File: config.mk
export PLATFORM = sky130hd
export DESIGN_NAME = qe_ctrl
export DESIGN_NICKNAME = d
export VERILOG_FILES = /design/src/rtl/qe_ctrl.sv
export SDC_FILE = /design/constraint.sdc
export NUM_CORES = 1
export LEC_CHECK = 0
export CORE_MARGIN = 5
export CORE_UTILIZATION = 49
export CTS_CLUSTER_DIAMETER = 100
export DETAILED_ROUTE_END_ITERATION = 12
export PLACE_DENSITY_LB_ADDON = 0.12
export SLEW_MARGIN = 20
export SYNTH_ARGS = -nofsm -noshare
export SYNTH_HDL_FRONTEND = slang
export SYNTH_SLANG_ARGS = --single-unit
File: constraint.sdc
create_clock -name clk -period 3.2 [get_ports clk]
set_clock_uncertainty 0.15 [all_clocks]
set_input_delay 0.32 -clock clk [delete_from_list [all_inputs] [get_ports clk]]
set_output_delay 0.32 -clock clk [all_outputs]
set_load 0.005 [all_outputs]
File: src/rtl/qe_ctrl.sv
// qe_ctrl: quadrature encoder front end (sync, glitch filter, decode, extension count, snapshots); define QE_X4_EN for x4 decoding
module qe_ctrl #(
  parameter int SYNC_STAGES = 2,
  parameter int FILT_LEN = 3,
  parameter int EXT_W = 12,
  parameter int ERR_LIMIT = 15
) (
  input  logic             clk,
  input  logic             rst,
  input  logic             i_pin,
  input  logic             q_pin,
  input  logic             clr_req,
  input  logic             snap_req,
  input  logic [3:0]       cnt_val,
  input  logic             cnt_c,
  input  logic             cnt_b,
  output logic             i,
  output logic             q,
  output logic             i_r,
  output logic             i_f,
  output logic             q_r,
  output logic             q_f,
  output logic             step,
  output logic             dir,
  output logic             update,
  output logic [EXT_W-1:0] ext,
  output logic [EXT_W+3:0] snap_val,
  output logic             snap_ack,
  output logic             err,
  output logic [3:0]       err_cnt
);
  localparam int RW = $clog2(FILT_LEN + 1);
  localparam logic [3:0] ERR_MAX = 4'(ERR_LIMIT > 15 ? 15 : ERR_LIMIT);
  typedef enum logic [1:0] {INIT, RUN, CLR} state_t;
  state_t state_q, state_d;
  logic [SYNC_STAGES-1:0] si_q, si_d, sq_q, sq_d;
  logic [1:0] s, samp_q, samp_d, filt_q, filt_d, prev_q, prev_d, chg;
  logic [1:0][RW-1:0] run_q, run_d;
  logic [3:0] edge_q, edge_d, err_cnt_q, err_cnt_d;
  logic step_q, step_d, dir_q, dir_d, err_q, err_d, snap_ack_q, snap_ack_d;
  logic snap_pend_q, snap_pend_d, clr_pend_q, clr_pend_d;
  logic [EXT_W-1:0] ext_q, ext_d;
  logic [EXT_W+3:0] snap_val_q, snap_val_d;
  logic run_st, service, go_clr, dec, up, illegal;
  always_comb begin
    si_d = {si_q[SYNC_STAGES-2:0], i_pin};
    sq_d = {sq_q[SYNC_STAGES-2:0], q_pin};
    s = {si_q[SYNC_STAGES-1], sq_q[SYNC_STAGES-1]};
    samp_d = s;
    run_d = run_q;
    filt_d = filt_q;
    for (int c = 0; c < 2; c++) begin
      run_d[c] = s[c] != samp_q[c] ? RW'(1) : run_q[c] == RW'(FILT_LEN) ? run_q[c] : run_q[c] + RW'(1);
      filt_d[c] = run_d[c] == RW'(FILT_LEN) ? s[c] : filt_q[c];
    end
    run_st = state_q == RUN;
    service = run_st & snap_pend_q & ~step_q;
    go_clr = run_st & clr_pend_q & ~snap_pend_q;
    dec = run_st & ~go_clr;
    chg = prev_q ^ filt_q;
    edge_d = dec & (^chg) ? {chg[1] & filt_q[1], chg[1] & ~filt_q[1], chg[0] & filt_q[0], chg[0] & ~filt_q[0]} : 4'b0;
    illegal = dec & (&chg);
    up = edge_d[3] & ~filt_q[0] | edge_d[2] & filt_q[0] | edge_d[1] & filt_q[1] | edge_d[0] & ~filt_q[1];
`ifdef QE_X4_EN
    step_d = |edge_d;
`else
    step_d = |edge_d[3:2];
`endif
    dir_d = step_d & up;
    ext_d = !run_st ? '0 : cnt_c & ~cnt_b ? ext_q + EXT_W'(1) : cnt_b & ~cnt_c ? ext_q - EXT_W'(1) : ext_q;
    err_d = run_st & (err_q | illegal | cnt_c & cnt_b);
    err_cnt_d = !run_st ? 4'd0 : illegal & err_cnt_q < ERR_MAX ? err_cnt_q + 4'd1 : err_cnt_q;
    snap_pend_d = (snap_pend_q | snap_req) & ~service;
    clr_pend_d = (clr_pend_q | clr_req) & ~go_clr;
    snap_val_d = service ? {ext_q, cnt_val} : snap_val_q;
    snap_ack_d = service;
    prev_d = filt_q;
    state_d = go_clr ? CLR : RUN;
  end
  always_ff @(posedge clk) begin
    si_q <= si_d;
    sq_q <= sq_d;
    if (rst) begin
      state_q <= INIT;
      samp_q <= s;
      filt_q <= s;
      run_q <= '0;
      prev_q <= '0;
      edge_q <= '0;
      step_q <= 1'b0;
      dir_q <= 1'b0;
      ext_q <= '0;
      err_q <= 1'b0;
      err_cnt_q <= '0;
      snap_pend_q <= 1'b0;
      clr_pend_q <= 1'b0;
      snap_val_q <= '0;
      snap_ack_q <= 1'b0;
    end else begin
      state_q <= state_d;
      samp_q <= samp_d;
      filt_q <= filt_d;
      run_q <= run_d;
      prev_q <= prev_d;
      edge_q <= edge_d;
      step_q <= step_d;
      dir_q <= dir_d;
      ext_q <= ext_d;
      err_q <= err_d;
      err_cnt_q <= err_cnt_d;
      snap_pend_q <= snap_pend_d;
      clr_pend_q <= clr_pend_d;
      snap_val_q <= snap_val_d;
      snap_ack_q <= snap_ack_d;
    end
  end
  assign i = filt_q[1] & (state_q != INIT);
  assign q = filt_q[0] & (state_q != INIT);
  assign {i_r, i_f, q_r, q_f} = edge_q;
  assign step = step_q;
  assign dir = dir_q;
  assign update = state_q != RUN;
  assign ext = ext_q;
  assign snap_val = snap_val_q;
  assign snap_ack = snap_ack_q;
  assign err = err_q;
  assign err_cnt = err_cnt_q;
endmodule

==> impl_metrics.csv, run 1 <==
group,metric,value,unit
run_status,status,"finished, final reports clean",
pwr,p_int,1.29,mW
finish,area_growth_syn_to_layout,33.8,%
worst_setup_path,timing.rr.end,"ext[10]",
worst_setup_path,start_kind,"input pin",
logic_synthesis,netlist_instances,246,
logic_synthesis,synth-main-ff-cell,"dfxtp_1",
cts,cts.path.max_buffers,2,
finish,layout-drive-gt1-share,7.62,%
logic_synthesis,avgSynthCellArea,9.84,um2
flow_run,maxCapViolations,0,
finish,diodes,0,
placed_design,routabilityCongestion,0.858,
logic_synthesis,synthArstFlopShare,0,%
worst_setup_path,cp.arrival,2930,ps
worst_hold_path,hold_class,"register to register",
sta,clock.fmax,0.355,GHz
logic_synthesis,synth-edff-count,2,
logic_synthesis,yosys_register_bits,58,
sta,finalSetupViolCount,0,
finish,fin_nets,341,
drt,dr.pass1.iters,4,
floorplanning,fp.dieArea,6440,um2
sta,slew_headroom,59.8,%
cts,post_cts_resized,0,
cts,clk_latency,330,ps
finish,n_fill_cell,398,
cts,cts_tree,"yes",
sta,worst_slack,380,ps
sta,tightestPinTransition,603,ps
sta,min_period_over_period,88.1,%
sta,finalHoldViolations,0,
logic_synthesis,synth.distinct_cells,40,
sta,fin_crit,2820,ps
logic_synthesis,yosys.area.top_type,"dfxtp_1",
worst_hold_path,min_delay_worst_endpoint,"si_q[1]",
finish,seqCellArea,1180,um2
worst_setup_path,r2r-start,"ext[0]",
floorplanning,start_util,50.9,%
global_routing,track_usage,17.3,%
drt,drt-total-wl,5130,um
cts,postCtsSetupBuffers,0,
pwr,p_clk_share,37.9,%
worst_setup_path,rrSetupSlack,890,ps
global_routing,grt_pass1_wl,8610,um
floorplanning,rows,25,
floorplanning,fp.dieH,80.3,um
global_routing,antenna_found_initial,0,
logic_synthesis,synth_most_common_cell,"dfxtp_1",
sta,rsz0062_at_grt,"false",
drt,ant_nets,0,
worst_setup_path,critPathKind,"input pin to register",
logic_synthesis,synth.top_cells.by_count,"56 x dfxtp_1, 25 x nor2_1, 18 x ha_1",
pwr,p_comb_share,16.5,%
sta,finalSetupTns,0,ps
worst_hold_path,hold_path_depth,0,
cts,holdBufCountCts,0,
pwr,p_switching,0.446,mW
drt,routed_via_density,5.12,
cts,htree_levels,3,
global_routing,grt_pass1_vias,1834,
placed_design,io_buffers,54,
global_routing,grt-ovfl-total,0,
logic_synthesis,synth_warnings,0,
drt,wire_per_inst,13.4,um
logic_synthesis,synth_top_area_share,46.3,%
logic_synthesis,yosysSeqAreaShare,48.8,%
worst_setup_path,cp-end-kind,"register",
pwr,p_seq_share,45.6,%
cts,root_buffer,"clkbuf_8",
sta,finalMaxSlewViolations,0,
logic_synthesis,synth.top_cells.by_area,"dfxtp_1 46%, ha_1 9.3%, a22o_1 5.8%",
worst_setup_path,worstPathRequired,3310,ps
worst_setup_path,worstPathMaxFanout,7,
worst_hold_path,hp-start,"si_q[0]",
drt,drc,0,
finish,multi_input_area,1130,um2
pwr,vdd_drop_max,0.358,mV
worst_setup_path,ff2ff_path_depth,9,
cts,clk_pin_slew,60,ps
drt,vias,1954,
pwr,p_sw_share,25.7,%
cts,cts_sinks,58,
placed_design,pre_cts_ws,43.7,ps
pwr,p_per_area,535,nW/um2
logic_synthesis,syn_area,2420,um2
logic_synthesis,syn-num-nets,277,
floorplanning,core,4750,um2
drt,initialDrtViolationCount,66,
pwr,leakagePower,1.36,nW
cts,cts_made_buffers,9,
placed_design,place_hpwl,3780,um
floorplanning,design.portCount,55,
global_routing,grt_max_degree,18,
floorplanning,die_x,80.3,um
area by class of cell:
type | count | area share, %
Inverter | 15 | 1.74
Clock buffer | 11 | 4.37
Tap cell | 67 | 2.59
Clock inverter | 5 | 1.70
Multi-Input combinational cell | 166 | 35.0
Timing Repair Buffer | 60 | 18.1
Sequential cell | 58 | 36.5
state kept, by name, summed over array words and instances (netlist names):
register     cells
snap_val        16
ext             12
edge_q           4
err_cnt          4
run_q            4
filt_q           2
prev_q           2
samp_q           2
si_q             2
sq_q             2
state_q          2
clr_pend_q       1
dir              1
err              1
snap_ack         1
snap_pend_q      1
step             1
placed cells by master, fill, tap and decap left out, types with 10 or more instances in the layout:
master and n:
ha_1 18, clkdlybuf4s50_1 54, inv_1 15, nor2_1 25, clkbuf_8 10, nand2_1 16, dfxtp_1 56, a22o_1 16
a21oi_1 16
worst max-delay path by stage:
stage | end | slack, ps | cells after the start | startpoint
2_1_floorplan | ext[11] | 660 | 12 | cnt_b
3_3_place_gp | ext[11] | 140 | 12 | cnt_b
3_5_place_dp | ext[11] | 40 | 12 | cnt_b
4_1_cts | ext[11] | 400 | 12 | cnt_b
5_1_grt | ext[10] | 140 | 12 | cnt_c
6_report | ext[11] | 380 | 12 | cnt_b
power groups by stage:
stage | sequential, mW | clock, mW | combinational (mW)
after floorplan | 0.800 | 0 | 0.185
after global placement | 0.805 | 0 | 0.281
after detailed placement | 0.806 | 0 | 0.286
after CTS | 0.790 | 0.674 | 0.287
after global routing | 0.795 | 0.711 | 0.320
final | 0.791 | 0.657 | 0.286
through the flow:
step	cell area (um2)	instances	util, %	power, mW	hold slack [ps]
after floorplan	2420	246	-	0.986	160
after global placement	3040	366	64.0	1.09	163
after detailed placement	3040	366	64.0	1.09	171
after CTS	3240	382	68.1	1.75	190
after global routing	3240	382	68.1	1.83	196
final	3240	382	68.1	1.73	184
critical path: stages:
cell	delay, ps
clkdlybuf4s50_1	480
inv_1	40
ha_1	200
inv_1	220
ha_1	330
a21o_1	190
a21oi_1	180
a21boi_1	140
a221oi_2	270
xnor2_1	110
or3_1	310
a21oi_1	130
layer usage:
layer	vias up	routed length, um	global-route usage (%)
met1	889	2490	22.7
met4	0	104	6.42
li1	990	-	-
met2	65	2150	24.8
met5	-	0	0
met3	10	385	7.85
cells by family after synthesis:
family	Yosys count	synth area share [%]
AO/OA/AOI/OAI	65	18.6
adder cells (fa/ha/maj)	19	10.1
XOR/XNOR	11	3.98
flip-flops	58	48.8
AND/OR/NAND/NOR	68	12.9
multiplexers	3	1.24
buffers and inverters	22	4.29
No activity file was read; power rests on OpenSTA's default activity.
==> run 2: changes to the inputs <==
--- a/config.mk
+++ b/config.mk
@@ -10,6 +10,7 @@
 export CTS_CLUSTER_DIAMETER = 100
 export DETAILED_ROUTE_END_ITERATION = 12
 export PLACE_DENSITY_LB_ADDON = 0.12
+export SETUP_SLACK_MARGIN = 0.15
 export SLEW_MARGIN = 20
 export SYNTH_ARGS = -nofsm -noshare
 export SYNTH_HDL_FRONTEND = slang
==> impl_metrics.csv, run 2 (synthesis gave the netlist of run 1 again) <==
group,metric,value,unit
run_status,status,"finished, final reports clean",
pwr,p_seq_share,45.6,%
cts,cts_made_buffers,9,
floorplanning,core,4750,um2
placed_design,place_inst,366,
drt,initialDrtViolationCount,89,
global_routing,grt_max_degree,18,
worst_setup_path,worstPathMaxFanout,7,
drt,dr.pass1.iters,4,
sta,min_period_over_period,88.2,%
sta,worst_slack,376,ps
worst_setup_path,r2r-start,"ext[1]",
placed_design,pre_cts_ws,43.7,ps
floorplanning,start_util,50.9,%
placed_design,place_hpwl,3780,um
floorplanning,die_x,80.3,um
worst_setup_path,cp-end-kind,"register",
sta,finalHoldViolations,0,
sta,fin_crit,2820,ps
pwr,p_comb_share,16.6,%
finish,layout-drive-gt1-share,7.94,%
cts,postCtsSetupBuffers,0,
pwr,p_switching,0.445,mW
finish,final_cell_mix,"56 x dfxtp_1, 54 x clkdlybuf4s50_1, 25 x nor2_1",
global_routing,grt_pass1_vias,1834,
finish,fin_nets,341,
placed_design,io_buffers,54,
pwr,leakagePower,1.36,nW
cts,htree_levels,3,
drt,drt-total-wl,5130,um
sta,clock.fmax,0.354,GHz
cts,root_buffer,"clkbuf_8",
finish,largest_reg_flops,16,
pwr,p_clk_share,37.8,%
pwr,p_sw_share,25.7,%
cts,holdBufCountCts,0,
finish,final_common_cell,"dfxtp_1",
worst_hold_path,hold_class,"register to register",
flow_run,maxCapViolations,0,
drt,vias,1955,
finish,fin_cells,382,
sta,slew_headroom,59.9,%
floorplanning,fp.dieH,80.3,um
sta,finalSetupTns,0,ps
worst_setup_path,rrSetupSlack,910,ps
sta,finalMaxSlewViolations,0,
finish,diodes,0,
cts,post_cts_resized,0,
placed_design,routabilityCongestion,0.858,
global_routing,grt_pass1_wl,8610,um
finish,area_growth_syn_to_layout,34.0,%
floorplanning,design.portCount,55,
drt,ant_nets,0,
pwr,vdd_drop_max,0.358,mV
drt,routed_via_density,5.12,
global_routing,antenna_found_initial,0,
floorplanning,rows,25,
drt,wire_per_inst,13.4,um
cts,cts_tree,"yes",
cts,cts_sinks,58,
drt,drc,0,
pwr,p_int,1.29,mW
pwr,p_total,1.73,mW
worst_setup_path,timing.rr.end,"ext[11]",
floorplanning,fp.dieArea,6440,um2
worst_setup_path,start_kind,"input pin",
worst_setup_path,critPathKind,"input pin to register",
cts,clk_latency,330,ps
global_routing,grt-ovfl-total,0,
cts,cts.path.max_buffers,2,
sta,finalSetupViolCount,0,
worst_setup_path,endpoint,"ext[11]",
pwr,p_per_area,535,nW/um2
worst_setup_path,cp.arrival,2930,ps
global_routing,track_usage,17.3,%
worst_setup_path,setup.worst_path.start,"cnt_b",
cts,clk_pin_slew,60,ps
worst_setup_path,ff2ff_path_depth,8,
sta,tightestPinTransition,601,ps
worst_setup_path,worstPathRequired,3310,ps
sta,rsz0062_at_grt,"false",
==> run 2: cell counts in the layout (fill, tap and decap cells not counted) <==
No cell type changed its count.
==> run 2: per-layer routing <==
metal,vias up,global-route usage (%),part of all wire (%),routed length [um]
li1,994,-,-,-
met1,889,22.7,48,2480
met2,64,24.8,42,2150
met3,8,7.85,7.8,402
met4,0,6.42,1.9,95
met5,-,0,0,0
==> run 2: metrics by stage <==
stage / hold slack [ps] / util (%) / instance area, um2
2_1_floorplan: 160 / - / 2420
3_3_place_gp: 163 / 64.0 / 3040
3_5_place_dp: 171 / 64.0 / 3040
4_1_cts: 190 / 68.1 / 3240
5_1_grt: 196 / 68.2 / 3240
6_report: 184 / 68.2 / 3240
==> run 2: worst max-delay path, cell delays in order <==
cell	delay, ps
clkdlybuf4s50_1	480
inv_1	40
ha_1	190
inv_1	220
ha_1	330
a21o_1	190
a21oi_1	170
a21boi_1	140
a221oi_2	270
xnor2_1	110
or3_1	310
a21oi_1	130
==> run 2: area by class of cell <==
cell class / instances / area, um2
fill: 396 / 1510
multi-input combinational: 166 / 1140
inverter: 15 / 56.3
clock buffer: 11 / 141
clock inverter: 5 / 55.1
timing repair buffer: 60 / 586
tap: 67 / 83.8
sequential: 58 / 1180
==> run 2: how the worst min path moves through the flow <==
stage / from / to / slack [ps] / depth (start not counted)
final: si_q[0] / si_q[1] / 180 / 0
after global routing: si_q[0] / si_q[1] / 200 / 0
after CTS: si_q[0] / si_q[1] / 190 / 0
after detailed placement: sq_q[0] / sq_q[1] / 170 / 0
after global placement: sq_q[0] / sq_q[1] / 160 / 0
after floorplan: si_q[0] / si_q[1] / 160 / 0
==> run 2: power by group through the flow <==
| stage | clock network [mW] | logic (mW) | registers (mW) |
|---|---|---|---|
| floorplan | 0 | 0.185 | 0.800 |
| global placement | 0 | 0.281 | 0.805 |
| detailed placement | 0 | 0.286 | 0.806 |
| CTS | 0.674 | 0.287 | 0.790 |
| global route | 0.711 | 0.322 | 0.795 |
| finish | 0.656 | 0.287 | 0.790 |
==> run 3: changes to the inputs <==
--- a/config.mk
+++ b/config.mk
@@ -10,6 +10,7 @@
 export CTS_CLUSTER_DIAMETER = 100
 export DETAILED_ROUTE_END_ITERATION = 12
 export PLACE_DENSITY_LB_ADDON = 0.12
+export RECOVER_POWER = 50
 export SETUP_SLACK_MARGIN = 0.15
 export SLEW_MARGIN = 20
 export SYNTH_ARGS = -nofsm -noshare
==> impl_metrics.csv, run 3 (synthesis gave the netlist of run 1 again) <==
group,metric,value,unit
global_routing,track_usage,17.3,%
floorplanning,design.portCount,55,
pwr,vdd_drop_max,0.357,mV
finish,largest_reg_flops,16,
run_status,status,"finished, final reports clean",
sta,finalMaxSlewViolations,0,
drt,dr.pass1.iters,4,
sta,tightestPinTransition,760,ps
floorplanning,fp.dieArea,6440,um2
drt,routed_via_density,5.13,
cts,root_buffer,"clkbuf_8",
sta,finalHoldViolations,0,
drt,wire_per_inst,13.4,um
worst_hold_path,hold_class,"register to register",
floorplanning,core,4750,um2
cts,cts.path.max_buffers,2,
placed_design,postPlaceCellArea,3040,um2
global_routing,grt_pass1_wl,8610,um
finish,diodes,0,
worst_setup_path,critPathKind,"input pin to register",
global_routing,grt_pass1_vias,1834,
finish,fin_nets,341,
floorplanning,die_x,80.3,um
sta,slew_headroom,49.3,%
drt,ant_nets,0,
finish,final_common_cell,"dfxtp_1",
sta,rsz0062_at_grt,"false",
finish,layout-drive-gt1-share,7.62,%
drt,drt-total-wl,5140,um
sta,fin_crit,2820,ps
cts,clk_pin_slew,60,ps
sta,worst_slack,377,ps
drt,vias,1958,
cts,cts_tree,"yes",
global_routing,grt_max_degree,18,
worst_setup_path,cp-end-kind,"register",
placed_design,place_hpwl,3780,um
cts,htree_levels,3,
cts,cts_sinks,58,
flow_run,maxCapViolations,0,
sta,finalSetupTns,0,ps
worst_setup_path,start_kind,"input pin",
pwr,p_total,1.73,mW
floorplanning,start_util,50.9,%
placed_design,io_buffers,54,
global_routing,antenna_found_initial,0,
sta,min_period_over_period,88.2,%
drt,initialDrtViolationCount,73,
floorplanning,fp.dieH,80.3,um
global_routing,grt-ovfl-total,0,
drt,drc,0,
finish,final_cell_area,3240,um2
cts,clk_latency,330,ps
floorplanning,rows,25,
placed_design,routabilityCongestion,0.858,
cts,cts_made_buffers,9,
pwr,p_per_area,533,nW/um2
pwr,leakagePower,1.46,nW
placed_design,pre_cts_ws,43.7,ps
worst_setup_path,cp.arrival,2930,ps
sta,clock.fmax,0.354,GHz
cts,postCtsSetupBuffers,0,
sta,finalSetupViolCount,0,
worst_setup_path,worstPathRequired,3310,ps
finish,final_cell_mix,"56 x dfxtp_1, 31 x dlygate4sd3_1, 25 x nor2_1",
worst_setup_path,worstPathMaxFanout,7,
finish,area_growth_syn_to_layout,33.8,%
[run 3: metrics by stage]
stage | hold WS [ps] | util (%) | cells
floorplan | 160 | - | 246
global placement | 163 | 64.0 | 366
detailed placement | 171 | 64.0 | 366
CTS | 190 | 68.1 | 382
global route | 196 | 68.1 | 382
finish | 184 | 68.1 | 382
[run 3: cell type report]
class	count	area, um2
clock buffer	11	141
tap	67	83.8
multi-input combinational	166	1140
clock inverter	5	55.1
timing repair buffer	60	582
fill	396	1520
sequential	58	1180
inverter	15	56.3
[run 3: path summary, 6_finish.rpt]
path	from	endpoint	slack, ps	cells past startpoint
setup / recovery	cnt_b	ext[11]	380	12
hold / removal	si_q[0]	si_q[1]	180	0
setup reg to reg	ext[1]	ext[11]	900	8
hold reg to reg	si_q[0]	si_q[1]	180	0
[run 3: routing by layer]
metal  share of wire, %  GRT usage [%]
met1                 48           22.7
met2                 42           24.8
met3                7.5           7.85
met4                1.8           6.42
met5                  0              0
[run 3: repair_timing]
item                                   in CTS  in global routing
endpoints found under the hold margin       0                  0
resized for setup                           0                  1
hold buffers                                0                  0
setup endpoints to repair                   0                  1
[run 3: worst max-delay path: stages]
cell and delay (ps):
clkdlybuf4s50_1 480, inv_1 40, ha_1 190, inv_1 220, ha_1 330, a21o_1 190, a21oi_1 170, a21boi_1 140
a221oi_2 270, xnor2_1 110, or3_1 310, a21oi_1 130
[run 3: power breakdown]
part / total (mW) / switching (mW) / internal, mW
combinational: 0.282 / 0.138 / 0.144
clock: 0.655 / 0.277 / 0.378
sequential: 0.790 / 0.0288 / 0.761
